### src/rtl/fact_engine_if.sv
// Handshake and result bus between a requester and the factorial engine.
interface fact_engine_if;
    logic        go;
    logic [3:0]  n;
    logic        busy;
    logic        done;
    logic        err;
    logic [31:0] product;

    modport master (output go, n, input busy, done, err, product);
    modport slave  (input go, n, output busy, done, err, product);
endinterface

### src/rtl/fact_engine.sv
// Iterative factorial engine: n! via repeated multiply-and-decrement, with
// done/err flags and a 32-bit result register.
module fact_engine (
    input  logic          clk,
    input  logic          rst,
    fact_engine_if.slave  bus
);
    localparam int unsigned OP_W      = 4;
    localparam int unsigned PROD_W    = 32;
    localparam int unsigned ERR_LIMIT = 12;

    typedef enum logic [2:0] {
        IDLE  = 3'd0,
        LOAD  = 3'd1,
        CHECK = 3'd2,
        MULT  = 3'd3,
        DONE  = 3'd4,
        ERR   = 3'd5
    } state_t;

    state_t              state;
    logic [OP_W-1:0]     cnt;
    logic [PROD_W-1:0]   prod;
    logic                busy_reg;
    logic                done_reg;
    logic                err_reg;

    // Flags are updated together with each state transition so they always
    // match the state being entered.
    always_ff @(posedge clk) begin
        if (rst) begin
            state    <= IDLE;
            cnt      <= '0;
            prod     <= '0;
            busy_reg <= 1'b0;
            done_reg <= 1'b0;
            err_reg  <= 1'b0;
        end else begin
            case (state)
                IDLE: begin
                    if (bus.go) begin
                        cnt      <= bus.n;
                        prod     <= PROD_W'(1);
                        state    <= LOAD;
                        busy_reg <= 1'b1;
                    end
                end
                LOAD: begin
                    if (cnt > OP_W'(ERR_LIMIT)) begin
                        state    <= ERR;
                        prod     <= '0;
                        busy_reg <= 1'b0;
                        done_reg <= 1'b1;
                        err_reg  <= 1'b1;
                    end else begin
                        state <= CHECK;
                    end
                end
                CHECK: begin
                    if (cnt > OP_W'(1)) begin
                        state <= MULT;
                    end else begin
                        state    <= DONE;
                        busy_reg <= 1'b0;
                        done_reg <= 1'b1;
                    end
                end
                MULT: begin
                    prod  <= PROD_W'(prod * PROD_W'(cnt));
                    cnt   <= OP_W'(cnt - OP_W'(1));
                    state <= CHECK;
                end
                DONE, ERR: begin
                    // No auto-restart: go must drop before a new start.
                    if (!bus.go) begin
                        state    <= IDLE;
                        done_reg <= 1'b0;
                        err_reg  <= 1'b0;
                    end
                end
                default: begin
                    state    <= IDLE;
                    busy_reg <= 1'b0;
                    done_reg <= 1'b0;
                    err_reg  <= 1'b0;
                end
            endcase
        end
    end

    assign bus.busy    = busy_reg;
    assign bus.done    = done_reg;
    assign bus.err     = err_reg;
    assign bus.product = prod;
endmodule
### src/flat_wrapper.sv
// flat-port wrapper written by rule: the top's interface ports become plain ports
module fact_engine_flat 
  (clk, rst, bus_go, bus_n, bus_busy, bus_done, bus_err, bus_product);
  fact_engine_if bus_i ();
  input  logic clk;
  input  logic rst;
  input wire logic [$bits(bus_i.go)-1:0] bus_go;
  input wire logic [$bits(bus_i.n)-1:0] bus_n;
  output wire logic [$bits(bus_i.busy)-1:0] bus_busy;
  output wire logic [$bits(bus_i.done)-1:0] bus_done;
  output wire logic [$bits(bus_i.err)-1:0] bus_err;
  output wire logic [$bits(bus_i.product)-1:0] bus_product;
  assign bus_i.go = bus_go;
  assign bus_i.n = bus_n;
  assign bus_busy = bus_i.busy;
  assign bus_done = bus_i.done;
  assign bus_err = bus_i.err;
  assign bus_product = bus_i.product;
  fact_engine u_core (.clk(clk), .rst(rst), .bus(bus_i));
endmodule
### config.mk
export PLATFORM = sky130hd
export DESIGN_NAME = fact_engine_flat
export DESIGN_NICKNAME = d
export VERILOG_FILES = /design/src/rtl/fact_engine_if.sv /design/src/rtl/fact_engine.sv /design/src/flat_wrapper.sv
export SDC_FILE = /design/constraint.sdc
export NUM_CORES = 1
export LEC_CHECK = 0
export ABC_AREA = 0
export BUFFER_PORTS_ARGS = -buffer_cell sky130_fd_sc_hd__buf_4
export CAP_MARGIN = 5
export CELL_PAD_IN_SITES_DETAIL_PLACEMENT = 1
export CELL_PAD_IN_SITES_GLOBAL_PLACEMENT = 1
export CORE_MARGIN = 2
export CORE_UTILIZATION = 25
export DETAILED_ROUTE_END_ITERATION = 16
export HOLD_SLACK_MARGIN = 0.02
export PLACE_DENSITY_LB_ADDON = 0.15
export SLEW_MARGIN = 15
export SYNTH_ARGS = -nofsm -noshare
export SYNTH_HDL_FRONTEND = slang
export SYNTH_SLANG_ARGS = --single-unit
### constraint.sdc
create_clock -name clk -period 3.4 [get_ports clk]
set_input_delay 0.34 -clock clk [delete_from_list [all_inputs] [get_ports clk]]
set_output_delay 0.34 -clock clk [all_outputs]
set_load 0.05 [all_outputs]
# Word level (Yosys, flattened, before mapping)
# Index checks and enable logic that the tools add are counted.
[classes]
addsub = 1
multipliers = 1
n_lt_le_gt_ge = 2
eq_ne = 9
n_mux = 19
bitwise_logic = 3
n_reduce_logical = 13
[op_table]
columns = ["operator", "count"]
rows = [
  ["32-bit one-hot mux with 3 select lines", 1],
  ["32-bit two-way mux", 2],
  ["32-bit by 4-bit multiplier with 32-bit output", 1],
  ["3-bit one-hot mux with 5 select lines", 1],
  ["3-bit two-way mux", 4],
  ["1-bit one-hot mux with 4 select lines", 2],
  ["4-bit one-hot mux with 2 select lines", 1],
  ["4-bit AND reduction", 2],
  ["3-bit by 2-bit equality test with 1-bit output, second input constant", 2],
  ["3-bit equality test, second input constant", 2],
  ["1-bit two-way mux", 6],
  ["2-bit != test, second input constant", 3],
  ["3-bit AND reduction", 2],
  ["3-bit OR reduction", 2],
  ["4-bit by 1-bit > comparator with 1-bit output, second input constant", 1],
  ["4-bit > comparator, second input constant", 1],
  ["4-bit two-way mux", 1],
  ["2-bit AND reduction", 2],
  ["2-bit OR reduction", 2],
  ["4-bit by 1-bit subtractor with 4-bit output, second input constant", 1],
  ["3-bit by 1-bit equality test with 1-bit output, second input constant", 1],
  ["3-bit logical NOT", 1],
  ["1-bit inverter", 3],
  ["1-bit one-hot mux with 3 select lines", 1],
  ["other kinds (3)", 3],
]
[word_totals]
register_bits = 42
input_bits = 7
out_inout_bits = 35
elab_cells = 54

# Longest topological paths before layout
[depth]
depth_word = 4
depth_mapped = 15
depth_no_buf = 13

# Worst setup path before layout
# No wires, ideal clock.
[synth_path]
path_type = "register to register"
from = "register u_core.prod[0], in the netlist u_core.bus.product[0]"
to = "register u_core.prod[16], in the netlist u_core.bus.product[16]"
setup_ns = 0.091
arrival_ns = 3.640
required_ns = 3.309
slack_ns = -0.331
path_stages_with_launch = 13
path_buffers = 0
period_less_slack_ns = 3.731
cell_sequence = "dfxtp_1 nand2_1 fa_1 fa_1 inv_1 fa_1 a211oi_2 o21ai_0 a21oi_2 o21ai_1 a21oi_1 and3b_1 a311oi_1"
[synth_between]
elab_chain_len = 2
[synth_lines]
columns = ["item", "line_no", "rtl"]
rows = [
  ["start: declaration", "fact_engine.sv:23", "logic [PROD_W-1:0] prod;"],
  ["start signal: assignment", "fact_engine.sv:69", "prod <= PROD_W'(prod * PROD_W'(cnt));"],
  ["32-bit by 4-bit multiplier with 32-bit output", "fact_engine.sv:69", ""],
  ["32-bit one-hot mux with 3 select lines", "fact_engine.sv:39", "case (state)"],
]
# Every way passes these cells.
# A chain may end at the register's enable or synchronous reset.

# Worst setup path in the final report
[layout_path]
from = "register u_core.cnt[1]"
to = "register u_core.prod[19], in the netlist u_core.bus.product[19]"
[layout_between]
elab_chain_len = 3
elab_cells_between_ends = 5
cone_classes = "1 x mul; 1 x order compare; 1 x eq/ne; 1 x mux; 1 x reduce/logical"
[layout_lines]
columns = ["item", "line_no", "rtl"]
rows = [
  ["start: declaration", "fact_engine.sv:22", "logic [OP_W-1:0] cnt;"],
  ["start signal: assignment", "fact_engine.sv:42", "cnt <= bus.n;"],
  ["start signal: assignment", "fact_engine.sv:70", "cnt <= OP_W'(cnt - OP_W'(1));"],
  ["branches (longest 3 deep; another with 32-bit by 4-bit multiplier with 32-bit output)", "--", ""],
]
# Parallel ways; which one is timed is not known.

==> impl_metrics.toml <==
[run_status]
status = "finished, violations left"
violations = "setup timing"

[logic_synthesis]
syn_area_per_cell_um2 = 7.61
ys_seq_elements = 42
ys_seq_area_share_pct = 15.1
yosys_warnings = 0
synthesis.nets = 830
synth_cell_type_count = 60
synth_flop_cell = "dfxtp_1"
yosysTopAreaCellShare_pct = 20.5
ys_top_cells_by_area = "fa_1, dfxtp_1, and2_1"
synth_edf_count = 0
async_flop_share_pct = 0
netlist_instances = 732
netlist_area_um2 = 5570
yosys.area.top_type = "fa_1"

[finish]
n_antenna_cell = 0
nFillCells = 2595
fin_area_um2 = 8510
layout_common_cells = "buf_4, inv_1, nand2_1"
nets = 1019
mostFrequentLayoutCell = "buf_4"
drive_gt1_share_pct = 40.8
largest_reg_flops = 32
fin_util_pct = 39.0
area_growth_pct = 52.8

[placed_design]
gp_congestion = 0.848
hpwl_um = 16300
port_buffers = 41
dpl-instance-area_um2 = 7380

[worst_setup_path]
worstPathRequired_ns = 3.59
cp-end-kind = "flop"
startpoint_type = "flop"
critPathKind = "flop to flop"
arrival_ns = 3.88
cp_max_fo = 5

[routing]
num_vias = 5676
post_drt_wl_per_cell_um = 17.3
drt-total-wl_um = 20800
drt_iter0_markers = 131
drtPass1Iterations = 4
via_per_inst = 4.72
ant_nets = 0
drcViolationCount = 0

[clock_network]
cts_made_buffers = 5
clkLatencyLatePin_ns = 0.31
cts-root-buf = "clkbuf_16"
clkTransAtPathRegs_ns = 0.07
clockBufferDepth = 2
cts.sinks = 42
cts_tree = "yes"
htree_levels = 2
cts_hold_buf = 0

[grt]
grt-ovfl-total = 0
antenna_found_initial = 0
grt_max_degree = 26
grt_pass1_vias = 6357
grtUsageTotal_pct = 18.1
grt_pass1_wl_um = 34100

[sta]
whs_ns = 0.373
rsz0062_at_grt = "true"
finalHoldViolations = 0
setup_viol = 20
fin_crit_ns = 3.70
fmax_mhz = 270
worst_pin_slew_ns = 0.738
timing.final.crit_share_pct = 109
setup_slack_ns = -0.298
drv_slew = 0
relSlewSlack_pct = 50.8
finalClockSkew_ns = 0.0113

[power_and_ir_drop]
p_leak_nw = 3.82
p_per_area_nw_per_um2 = 150
ir_drop_mv = 0.164

[hold_path]
holdCritPathClass = "primary input to flop"

[die]
die_area_um2 = 23500
die_x_um = 153
io_pins = 42
core_area_um2 = 21800
rows = 54
start_util_pct = 25.5
dieHeight_um = 153

[job]
cap_violations = 0
[layout make-up]
type | instances | area [µm²] | share of cell area, %
inverters | 115 | 432 | 5.07
clock inverters | 3 | 25.0 | 0.294
well taps | 280 | 350 | 4.11
clock buffers | 5 | 125 | 1.47
repair buffers | 213 | 1760 | 20.6
flip-flops and latches | 42 | 886 | 10.4
multi-input cells | 544 | 4940 | 58.0
[repair_timing]
action,CTS,global route
buffers inserted,14,13
gates cloned,1,0
pin swaps,55,52
setup endpoints to repair,21,23
hold endpoints to repair,0,0
resized for setup,120,65
[final timing paths]
path	from	end	slack (ns)	depth (start not counted)
hold reg to reg	u_core.bus.product[31]$_SDFFE_PP0P_	u_core.bus.product[31]$_SDFFE_PP0P_	0.47	2
setup / recovery	u_core.cnt[1]$_SDFFE_PP0P_	u_core.bus.product[19]$_SDFFE_PP0P_	-0.30	16
setup reg to reg	u_core.cnt[1]$_SDFFE_PP0P_	u_core.bus.product[19]$_SDFFE_PP0P_	-0.30	16
hold / removal	bus_n[1]	u_core.cnt[1]$_SDFFE_PP0P_	0.37	3
[metal layers]
metal | vias up | global-route usage (%) | wire length [µm]
met1 | 2848 | 24.3 | 9860
met5 | - | 0 | 0
li1 | 2744 | - | -
met4 | 0 | 4.10 | 320
met3 | 20 | 2.44 | 438
met2 | 64 | 30.9 | 10100
[report_power, final]
group / leakage (nW) / switching, mW / total [mW] / internal [mW]
clock network: 0.0704 / 0.262 / 0.540 / 0.278
registers: 0.354 / 0.0192 / 0.520 / 0.500
logic: 3.39 / 0.128 / 0.216 / 0.0878
[worst max-delay path, stage by stage, from the launching register on]
cell,delay [ns]
dfxtp_4,0.37
buf_12,0.13
and2_4,0.13
fa_1,0.53
inv_1,0.05
fa_1,0.51
inv_2,0.05
ha_4,0.21
and2_4,0.13
a221o_1,0.38
o21ai_1,0.18
buf_4,0.14
nand4_1,0.14
buf_4,0.19
a31oi_4,0.20
xor2_1,0.17
o21ai_1,0.08
[cell usage after synthesis (3+ instances only)]
cell,instances
nand4_1,4
o21bai_1,5
a31oi_1,3
fa_1,57
a211oi_1,5
nor3_1,12
a21boi_0,4
xor2_1,17
o41ai_1,3
xnor2_1,13
a22oi_1,13
a21o_1,6
inv_1,115
nor2_1,46
and4_1,3
clkbuf_1,27
a21oi_1,43
nor2b_1,4
ha_1,34
nand2_1,85
and2_1,91
or3_1,5
o21ai_0,42
dfxtp_1,42
nand3_1,10
[per-stage QoR]
| stage | TNS [ns] | total power, mW | worst slack [ns] | instances |
|---|---|---|---|---|
| final | -3.70 | 1.28 | -0.298 | 1202 |
| after global routing | -6.77 | 1.34 | -0.432 | 1202 |
| after CTS | -3.42 | 1.30 | -0.368 | 1193 |
| after detailed placement | -6.18 | 0.726 | -0.538 | 1171 |
| after global placement | -4.70 | 0.720 | -0.480 | 1171 |
| after floorplan | -0.0312 | 0.632 | -0.0180 | 732 |
[cells by family after synthesis]
logic type      share of synthesized area [%]
buf+inv                                  10.0
compound gates                           17.9
fa+ha+maj                                28.1
flops                                    15.1
xor+xnor                                 4.71
mux                                     0.180
simple gates                             24.0
(Power assumes the default switching activity.)
